$ cat src/rtl/riscv_dmem_ctrl_pkg.sv
// Shared encodings and lane helpers for the data-memory access controller.
// Sub-word stores are merged here so the bridge only ever receives full words.
package riscv_dmem_ctrl_pkg;

    localparam logic [1:0] DMEM_SIZE_B = 2'b00;
    localparam logic [1:0] DMEM_SIZE_H = 2'b01;
    localparam logic [1:0] DMEM_SIZE_W = 2'b10;

    localparam int CACHE_D_WRITE_LEN = 2;
    localparam logic [CACHE_D_WRITE_LEN-1:0] CACHE_D_WRITE_SW = 2'b10;

    typedef enum logic [1:0] {
        DMEM_ST_IDLE = 2'd0,
        DMEM_ST_RD   = 2'd1,
        DMEM_ST_WR   = 2'd2,
        DMEM_ST_RESP = 2'd3
    } dmem_state_e;

    // Size code 11 is an alias for a full word.
    function automatic logic is_word(input logic [1:0] size);
        return (size == DMEM_SIZE_W) || (size == 2'b11);
    endfunction

    function automatic logic is_misaligned(input logic [1:0] size, input logic [1:0] off);
        return ((size == DMEM_SIZE_H) && off[0]) || (is_word(size) && (off != 2'b00));
    endfunction

    function automatic logic [31:0] merge_store(input logic [31:0] word,
                                                input logic [31:0] wdata,
                                                input logic [1:0]  size,
                                                input logic [1:0]  off);
        logic [31:0] merged;
        merged = word;
        case (size)
            DMEM_SIZE_B: merged[{off, 3'b000} +: 8]     = wdata[7:0];
            DMEM_SIZE_H: merged[{off[1], 4'b0000} +: 16] = wdata[15:0];
            default:     merged = wdata;
        endcase
        return merged;
    endfunction

    function automatic logic [31:0] extend_load(input logic [31:0] word,
                                                input logic [1:0]  size,
                                                input logic [1:0]  off,
                                                input logic        uns);
        logic [7:0]  lane_b;
        logic [15:0] lane_h;
        logic [31:0] ext;
        lane_b = word[{off, 3'b000} +: 8];
        lane_h = word[{off[1], 4'b0000} +: 16];
        case (size)
            DMEM_SIZE_B: ext = uns ? {24'd0, lane_b} : {{24{lane_b[7]}}, lane_b};
            DMEM_SIZE_H: ext = uns ? {16'd0, lane_h} : {{16{lane_h[15]}}, lane_h};
            default:     ext = word;
        endcase
        return ext;
    endfunction

endpackage

$ cat src/rtl/riscv_dmem_ctrl_arb.sv
// Two-way round-robin arbiter; the pointer names the port that wins a tie
// and moves to the other port whenever a grant is taken.
module riscv_rr_arb2 (
    input  logic       clk,
    input  logic       rst,
    input  logic [1:0] req,
    input  logic       advance,
    output logic [1:0] gnt
);

    logic ptr;

    always_comb begin
        gnt = 2'b00;
        case (req)
            2'b01:   gnt = 2'b01;
            2'b10:   gnt = 2'b10;
            2'b11:   gnt = ptr ? 2'b10 : 2'b01;
            default: gnt = 2'b00;
        endcase
    end

    always_ff @(posedge clk or negedge rst) begin
        if (!rst) begin
            ptr <= 1'b0;
        end else if (advance && (gnt != 2'b00)) begin
            ptr <= gnt[0];
        end
    end

endmodule

$ cat src/rtl/riscv_dmem_ctrl.sv
// Data-memory access controller: arbitrates two load/store ports and sequences
// each access onto the bridge as a single read, a word write, or read-modify-write.
module riscv_dmem_ctrl
    import riscv_dmem_ctrl_pkg::*;
#(
    parameter int NREQ = 2
) (
    input  logic                         clk,
    input  logic                         rst,
    input  logic [NREQ-1:0]              req_valid,
    output logic [NREQ-1:0]              req_ready,
    input  logic [NREQ-1:0]              req_we,
    input  logic [2*NREQ-1:0]            req_size,
    input  logic [NREQ-1:0]              req_unsigned,
    input  logic [32*NREQ-1:0]           req_addr,
    input  logic [32*NREQ-1:0]           req_wdata,
    output logic [NREQ-1:0]              resp_valid,
    output logic [31:0]                  resp_rdata,
    output logic                         resp_err,
    output logic [31:0]                  mem_addr,
    output logic                         mem_write_en,
    output logic [CACHE_D_WRITE_LEN-1:0] mem_write_len,
    output logic [31:0]                  mem_wdata,
    input  logic [31:0]                  mem_rdata
);

    dmem_state_e state, state_next;

    logic [1:0]  gnt;
    logic        accept;
    logic        sel;
    logic [31:0] sel_addr;
    logic [31:0] sel_wdata;
    logic [1:0]  sel_size;
    logic        sel_we;
    logic        sel_uns;
    logic        sel_mis;

    logic        lat_port;
    logic        lat_we;
    logic        lat_uns;
    logic        lat_err;
    logic [1:0]  lat_size;
    logic [1:0]  lat_off;
    logic [15:0] lat_wdata;
    logic [31:0] rbuf;

    // Holding accept low while in reset keeps req_ready at zero during reset.
    assign accept = (state == DMEM_ST_IDLE) && rst && (gnt != 2'b00);

    riscv_rr_arb2 u_arb (
        .clk     (clk),
        .rst     (rst),
        .req     (req_valid[1:0]),
        .advance (accept),
        .gnt     (gnt)
    );

    assign sel       = gnt[1];
    assign sel_addr  = req_addr[{sel, 5'b00000} +: 32];
    assign sel_wdata = req_wdata[{sel, 5'b00000} +: 32];
    assign sel_size  = req_size[{sel, 1'b0} +: 2];
    assign sel_we    = req_we[sel];
    assign sel_uns   = req_unsigned[sel];
    assign sel_mis   = is_misaligned(sel_size, sel_addr[1:0]);

    always_ff @(posedge clk or negedge rst) begin
        if (!rst) begin
            state <= DMEM_ST_IDLE;
        end else begin
            state <= state_next;
        end
    end

    always_comb begin
        state_next = state;
        req_ready  = '0;
        case (state)
            DMEM_ST_IDLE: begin
                if (accept) begin
                    req_ready = gnt;
                    if (sel_mis) begin
                        state_next = DMEM_ST_RESP;
                    end else if (sel_we && is_word(sel_size)) begin
                        state_next = DMEM_ST_WR;
                    end else begin
                        state_next = DMEM_ST_RD;
                    end
                end
            end
            DMEM_ST_RD:   state_next = lat_we ? DMEM_ST_WR : DMEM_ST_RESP;
            DMEM_ST_WR:   state_next = DMEM_ST_RESP;
            default:      state_next = DMEM_ST_IDLE;
        endcase
    end

    // Bridge signals are registered one state ahead, so they are already valid
    // throughout the RD/WR cycle they belong to.
    always_ff @(posedge clk or negedge rst) begin
        if (!rst) begin
            lat_port      <= 1'b0;
            lat_we        <= 1'b0;
            lat_uns       <= 1'b0;
            lat_err       <= 1'b0;
            lat_size      <= 2'b00;
            lat_off       <= 2'b00;
            lat_wdata     <= 16'd0;
            rbuf          <= 32'd0;
            mem_addr      <= 32'd0;
            mem_write_en  <= 1'b0;
            mem_write_len <= '0;
            mem_wdata     <= 32'd0;
        end else begin
            mem_write_en  <= 1'b0;
            mem_write_len <= '0;
            case (state)
                DMEM_ST_IDLE: begin
                    if (accept) begin
                        lat_port  <= sel;
                        lat_we    <= sel_we;
                        lat_uns   <= sel_uns;
                        lat_err   <= sel_mis;
                        lat_size  <= sel_size;
                        lat_off   <= sel_addr[1:0];
                        lat_wdata <= sel_wdata[15:0];
                        if (!sel_mis) begin
                            mem_addr <= {sel_addr[31:2], 2'b00};
                            if (sel_we && is_word(sel_size)) begin
                                mem_write_en  <= 1'b1;
                                mem_write_len <= CACHE_D_WRITE_SW;
                                mem_wdata     <= sel_wdata;
                            end
                        end
                    end
                end
                DMEM_ST_RD: begin
                    rbuf <= mem_rdata;
                    if (lat_we) begin
                        mem_write_en  <= 1'b1;
                        mem_write_len <= CACHE_D_WRITE_SW;
                        mem_wdata     <= merge_store(mem_rdata, {16'd0, lat_wdata}, lat_size, lat_off);
                    end
                end
                default: begin
                end
            endcase
        end
    end

    always_comb begin
        resp_valid = '0;
        resp_err   = 1'b0;
        resp_rdata = 32'd0;
        if (state == DMEM_ST_RESP) begin
            resp_valid[lat_port] = 1'b1;
            resp_err             = lat_err;
            if (!lat_we && !lat_err) begin
                resp_rdata = extend_load(rbuf, lat_size, lat_off, lat_uns);
            end
        end
    end

endmodule

$ cat config.mk
export PLATFORM = sky130hd
export DESIGN_NAME = riscv_dmem_ctrl
export DESIGN_NICKNAME = d
export VERILOG_FILES = /design/src/rtl/riscv_dmem_ctrl_pkg.sv /design/src/rtl/riscv_dmem_ctrl_arb.sv /design/src/rtl/riscv_dmem_ctrl.sv
export SDC_FILE = /design/constraint.sdc
export NUM_CORES = 1
export LEC_CHECK = 0
export BUFFER_PORTS_ARGS = -buffer_cell sky130_fd_sc_hd__buf_2
export CAP_MARGIN = 40
export CORE_MARGIN = 4
export CORE_UTILIZATION = 50
export CTS_CLUSTER_DIAMETER = 120
export DETAILED_ROUTE_END_ITERATION = 12
export GPL_ROUTABILITY_DRIVEN = 0
export PLACE_DENSITY_LB_ADDON = 0.1
export RECOVER_POWER = 25
export SYNTH_ARGS = -nofsm -noshare
export SYNTH_HDL_FRONTEND = slang
export SYNTH_SLANG_ARGS = --single-unit
$ cat constraint.sdc
create_clock -name clk -period 2.75 [get_ports clk]
set_input_delay 0.275 -clock clk [delete_from_list [all_inputs] [get_ports clk]]
set_output_delay 0.275 -clock clk [all_outputs]
set_load 0.005 [all_outputs]
* Yosys cells after proc, flatten, opt, wreduce, memory -nomap -nowiden
Cells that the tools add are included.
Storage, ports and cells: register bits after elaboration 124, input port bits 172, word-level logic and storage cells 103, output and inout port bits 104
Cells by class: magnitude comparators 3, add/subtract/negate cells 2, mux-type cells 40, bitwise operators 1, equality and inequality tests 14, shift-type cells 9, reduce and logical (&&, ||, !) cells 20
Operator list (count):
- $mux 32 | 8
- $pmux 32 s2 | 3
- $shiftx 64x7->32 | 2
- $bwmux 32 | 2
- $shift 16x7->32 const A | 1
- $shift 8x7->32 const A | 1
- $shiftx 16x7->32 | 1
- $shiftx 32x6->16 | 1
- $shiftx 32x6->8 | 1
- $shiftx 8x7->32 | 1
- $mux 2 | 11
- $neg 5->7 | 2
- $eq 2x2->1 const B | 6
- $pmux 2 s3 | 2
- $mux 1 | 11
- $eq 2x1->1 const B | 4
- $logic_and 1x1->1 | 8
- $reduce_bool 2->1 | 3
- $reduce_and 5->1 | 1
- $logic_not 2->1 | 2
- $lt 1x2->1 const B | 2
- $ne 2x1->1 const B | 2
- $ne 2x2->1 const B | 2
- $pmux 2 s2 | 1
- 9 further kinds | 11

* Depth between registers and ports, before layout
depth in word-level cells 10, mapped depth 11, mapped depth without buffers 7

* Cells and area by module
Synthesis repeated with hierarchy kept, for this count alone.
Unflattened totals: cell total of the unflattened synthesis 764, area, all modules 7265.7 sq um
Modules (own cells, without submodules):
- riscv_dmem_ctrl | area each 7210.7 sq um, cells an instance 758, times used 1
- riscv_rr_arb2 | area each 55.1 sq um, cells an instance 6, times used 1

* Least setup slack after synthesis
Ideal clock, no wire load.
path type register -> register, start point reg lat_off[1], end point reg mem_wdata[15], slack 0.228 ns, clock period less this slack 2.522 ns, cell stages (with the launch flop) 11, buffers on the path 4, arrival time 2.394 ns, cells stage by stage dfrtp_1 > buf_2 > buf_2 > buf_2 > inv_1 > ha_1 > and4b_1 > buf_2 > a221oi_1 > a22oi_1 > mux2_1
Between the ends: longest elaborated chain between the ends 6, elaborated cells between the ends (all ways) 11, classes of those cells add/sub: 2; shift: 4; mux: 5
RTL lines:
- from (decl) | RTL line riscv_dmem_ctrl.sv:44 | logic [1:0] lat_off;
- from (signal assigned) | RTL line riscv_dmem_ctrl.sv:124 | lat_off <= sel_addr[1:0];
- $neg 5->7 (on tied branches) | RTL line riscv_dmem_ctrl_pkg.sv:36, riscv_dmem_ctrl_pkg.sv:35
- $shiftx 16x7->32 (tied with other cells) | RTL line riscv_dmem_ctrl_pkg.sv:36 | DMEM_SIZE_H: merged[{off[1], 4'b0000} +: 16] = wdata[15:0];
- $bwmux 32 (on tied branches) | RTL line riscv_dmem_ctrl_pkg.sv:36, riscv_dmem_ctrl_pkg.sv:35
- $pmux 32 s2 * | RTL line riscv_dmem_ctrl_pkg.sv:34 | case (size)
- $mux 32 * | RTL line riscv_dmem_ctrl.sv:138 | if (lat_we) begin
- $pmux 32 s2 * | RTL line riscv_dmem_ctrl.sv:116 | case (state)
- to (signal assigned) | RTL line riscv_dmem_ctrl.sv:131 | mem_wdata <= sel_wdata;
- to (signal assigned) | RTL line riscv_dmem_ctrl.sv:141 | mem_wdata <= merge_store(mem_rdata, {16'd0, lat_wdata}, lat_size, lat_off);
- to (decl) | RTL line riscv_dmem_ctrl.sv:23 | output logic [31:0] mem_wdata,
Every way passes the cells marked *; elsewhere a longest branch is shown, timed or not. The select of a mux whose other input is x is not followed. A chain may end at the register's enable or synchronous reset.

* Final worst setup path
start point reg lat_off[1], end point out resp_rdata[31]
Between the ends: longest elaborated chain between the ends 5, elaborated cells between the ends (all ways) 7, classes of those cells shift: 2; mux: 5
RTL lines:
- $shiftx 32x6->16 or $shiftx 32x6->8 (tied branches) | RTL line riscv_dmem_ctrl_pkg.sv:50, riscv_dmem_ctrl_pkg.sv:49
- $mux 32 (on tied branches) | RTL line riscv_dmem_ctrl_pkg.sv:53, riscv_dmem_ctrl_pkg.sv:52
- $pmux 32 s2 * | RTL line riscv_dmem_ctrl_pkg.sv:51 | case (size)
- $mux 32 * | RTL line riscv_dmem_ctrl.sv:157 | if (!lat_we && !lat_err) begin
- $mux 32 * | RTL line riscv_dmem_ctrl.sv:154 | if (state == DMEM_ST_RESP) begin
- to (decl) | RTL line riscv_dmem_ctrl.sv:18 | output logic [31:0] resp_rdata,
Every way passes the cells marked *; elsewhere a longest branch is shown, timed or not.

==> impl_metrics.ini <==
[timing]
rsz0062_at_grt = true
slew-limit-headroom_pct = 43.06
fmax_ghz = 0.3818
period_share_pct = 95.24
slew_viol_final = 0
whs_ns = 0.1216
worst_pin_slew_ns = 0.8541
setup_viol = 0
clock_skew_ns = 0.006814
period_minus_slack_ns = 2.619
fin_ws_ns = 0.1310
final_hold_viol_count = 0

[synthesis]
synth-seq-cells = 122
synthTopCellsByArea = dfrtp_1 43%, mux2i_1 10%, mux2_2 6.7%
synth_ff_type = dfrtp_1
yosysTopAreaCellShare_pct = 42.98
synth.largest_area_cell = dfrtp_1
synthArstFlopShare_pct = 100.0
synth_seq_area_share_pct = 42.98
synth.distinct_cells = 52
avgSynthCellArea_um2 = 10.10
yosys_warnings = 0
syn_inst = 703
synth_edf_count = 0
synth_area_um2 = 7103

[clock_tree]
clk_pin_slew_worst_paths_ns = 0.06
htree_levels = 4
clock_sinks = 122
cts_root_buf = clkbuf_16
clock_latency_ns = 0.41
cts_tree = yes
cts_made_buffers = 17
clockBufferDepth = 2
cts_setup_buffers = 0

[placement]
dp_hpwl_um = 17180
preCtsSetupSlack_ns = 0.1874
io_buffer_count = 272

[die]
pin_count = 276
core_um2 = 13880
die_area_um2 = 16180
row_count = 43
die_h_um = 127.2
fp.dieW_um = 127.2
initial_utilization_pct = 51.17

[grt]
met2_usage_pct = 45.92
first_global_vias = 6549
grtUsageTotal_pct = 28.01
busiest_layer = met2
globalRouteMet1Util_pct = 35.27
antenna_found_initial = 0
grt_overflow = 0
use_met3_pct = 7.107
grt_pass1_wl_um = 35290
grt_max_degree = 67

[route]
vias = 6712
drtPass1Iterations = 5
wl_per_cell_um = 19.76
drtIter0Drc = 531
wirelength_um = 22830
ant_nets = 0
drc = 0
routed_via_density = 5.811

[power]
totalPowerFinal_mw = 10.56
power_density_nw_per_um2 = 1137
ir_drop_mv = 0.5828
leakage_nw = 4.637

[min_path]
hold_path.class = in -> reg

[worst_setup_path]
cp.arrival_ns = 2.34
crit_chain = buf_12, mux4_2, nand2_1, a2111oi_4, buf_6, a21o_1, buf_2
startpoint_type = flop
cp-end-kind = primary output
cp_slowest_cell = dfrtp_1
critical_path_class = reg -> out
path_delay_family = buffers and inverters
ff2ff_setup_slack_ns = 0.25
cp_max_fo = 38
crit_buf_inv = 3
cp_data_required_time_ns = 2.48
slowest_delay_ns = 0.43

[cells_and_area]
drive_gt1_share_pct = 37.54
antenna_cells = 0
layout.nets = 1144
area_growth_pct = 30.70
final_core_util_pct = 66.88

[outcome]
status = completed

[job]
max_cap_viol_count = 0
## logic make-up after synthesis
| logic type | synth area share [%] |
|---|---|
| buffers and inverters | 5.143 |
| adder cells (fa/ha/maj) | 1.585 |
| multiplexers | 20.89 |
| other | 0.05279 |
| AO/OA/AOI/OAI | 20.38 |
| AND/OR/NAND/NOR | 8.966 |
| flip-flops | 42.98 |
## registers in the layout, summed over array words and instances, names as in the netlist
name	cells
rbuf	32
lat_off	2
lat_size	2
mem_addr	30
state	2
lat_port	1
u_arb.ptr	1
lat_we	1
lat_wdata	16
lat_err	1
mem_wdata	32
mem_write_len	1
lat_uns	1
## path summary, 6_finish.rpt
kind,start,endpoint,depth (start not counted)
worst min register to register,mem_wdata[12],mem_wdata[12],1
min in group asynchronous,rst,rbuf[4],2
max in group asynchronous,rst,lat_wdata[10],3
worst min-delay path,mem_rdata[9],rbuf[9],3
worst max register to register,lat_off[1],mem_wdata[18],8
worst max-delay path,lat_off[1],resp_rdata[31],7
## routing by layer
metal / vias up / share of wire [%]
met5: - / 0
met3: 57 / 8.9
met2: 358 / 49
li1: 3103 / -
met1: 3194 / 39
met4: 0 / 3.1
## stage by stage
stage	area, µm²	TNS [ns]	std cells
6_report	9284	0	1155
3_3_place_gp	8637	0	1122
4_1_cts	9288	0	1155
2_1_floorplan	7111	0	705
5_1_grt	9284	-0.003757	1155
3_5_place_dp	8650	0	1124
## report_power, final
part	internal, mW	leakage, nW	switching (mW)	total (mW)
clock	1.60	0.313	0.770	2.37
combinational	2.12	2.89	2.60	4.72
sequential	2.71	1.43	0.753	3.46
## worst min-delay path, delay by kind of cell
family | cells | cell delay (ns)
buffers and inverters | 1 | 0.11
AND/OR/NAND/NOR | 1 | 0.06
AO/OA/AOI/OAI | 1 | 0.06
## cells in the final DEF (no fill, tap or decap), types with 3 or more instances in the layout
master	Yosys	layout
o32ai_1	8	8
buf_2	19	261
conb_1	1	3
a211o_1	16	16
dfrtp_1	122	122
and3_1	4	4
bufinv_16	0	4
buf_4	9	15
a221oi_1	34	34
clkbuf_8	0	4
mux2i_1	74	74
ha_1	9	8
a21oi_1	42	42
inv_1	26	26
a222oi_1	7	7
o21ai_0	58	58
nand2_1	64	63
mux2_2	42	42
a21o_1	16	16
clkinv_2	0	4
mux2_1	22	22
clkbuf_1	24	14
and2_1	3	3
a32oi_1	6	6
buf_12	0	4
clkbuf_16	0	17
nor2_1	57	56
## area by class of cell
type	count	area, µm²
Fill cell	1130	4597
Multi-Input combinational cell	501	3717
Sequential cell	122	3053
Timing Repair Buffer	293	1555
Clock buffer	23	488.0
Tap cell	180	225.2
Clock inverter	8	140.1
Inverter	28	105.1
## synthesized netlist by cell type (2+ instances only)
| library cell | instances |
|---|---|
| a2111oi_4 | 2 |
| a211o_1 | 16 |
| a21o_1 | 16 |
| a21oi_1 | 42 |
| a221oi_1 | 34 |
| a222oi_1 | 7 |
| a22oi_1 | 2 |
| a31oi_1 | 2 |
| a32oi_1 | 6 |
| and2_1 | 3 |
| and3_1 | 4 |
| buf_1 | 2 |
| buf_2 | 19 |
| buf_4 | 9 |
| clkbuf_1 | 24 |
| dfrtp_1 | 122 |
| ha_1 | 9 |
| inv_1 | 26 |
| mux2_1 | 22 |
| mux2_2 | 42 |
| mux2i_1 | 74 |
| nand2_1 | 64 |
| nand2b_1 | 2 |
| nand3_1 | 2 |
| nand4b_1 | 2 |
| nor2_1 | 57 |
| nor4bb_1 | 2 |
| o21ai_0 | 58 |
| o21ai_1 | 2 |
| o22ai_1 | 2 |
| o32ai_1 | 8 |
## timing repair
item	in CTS	in global routing
setup endpoints to repair	24	24
cloned	0	0
resized for setup	3	3
hold buffers	0	0
(Power assumes the default switching activity.)
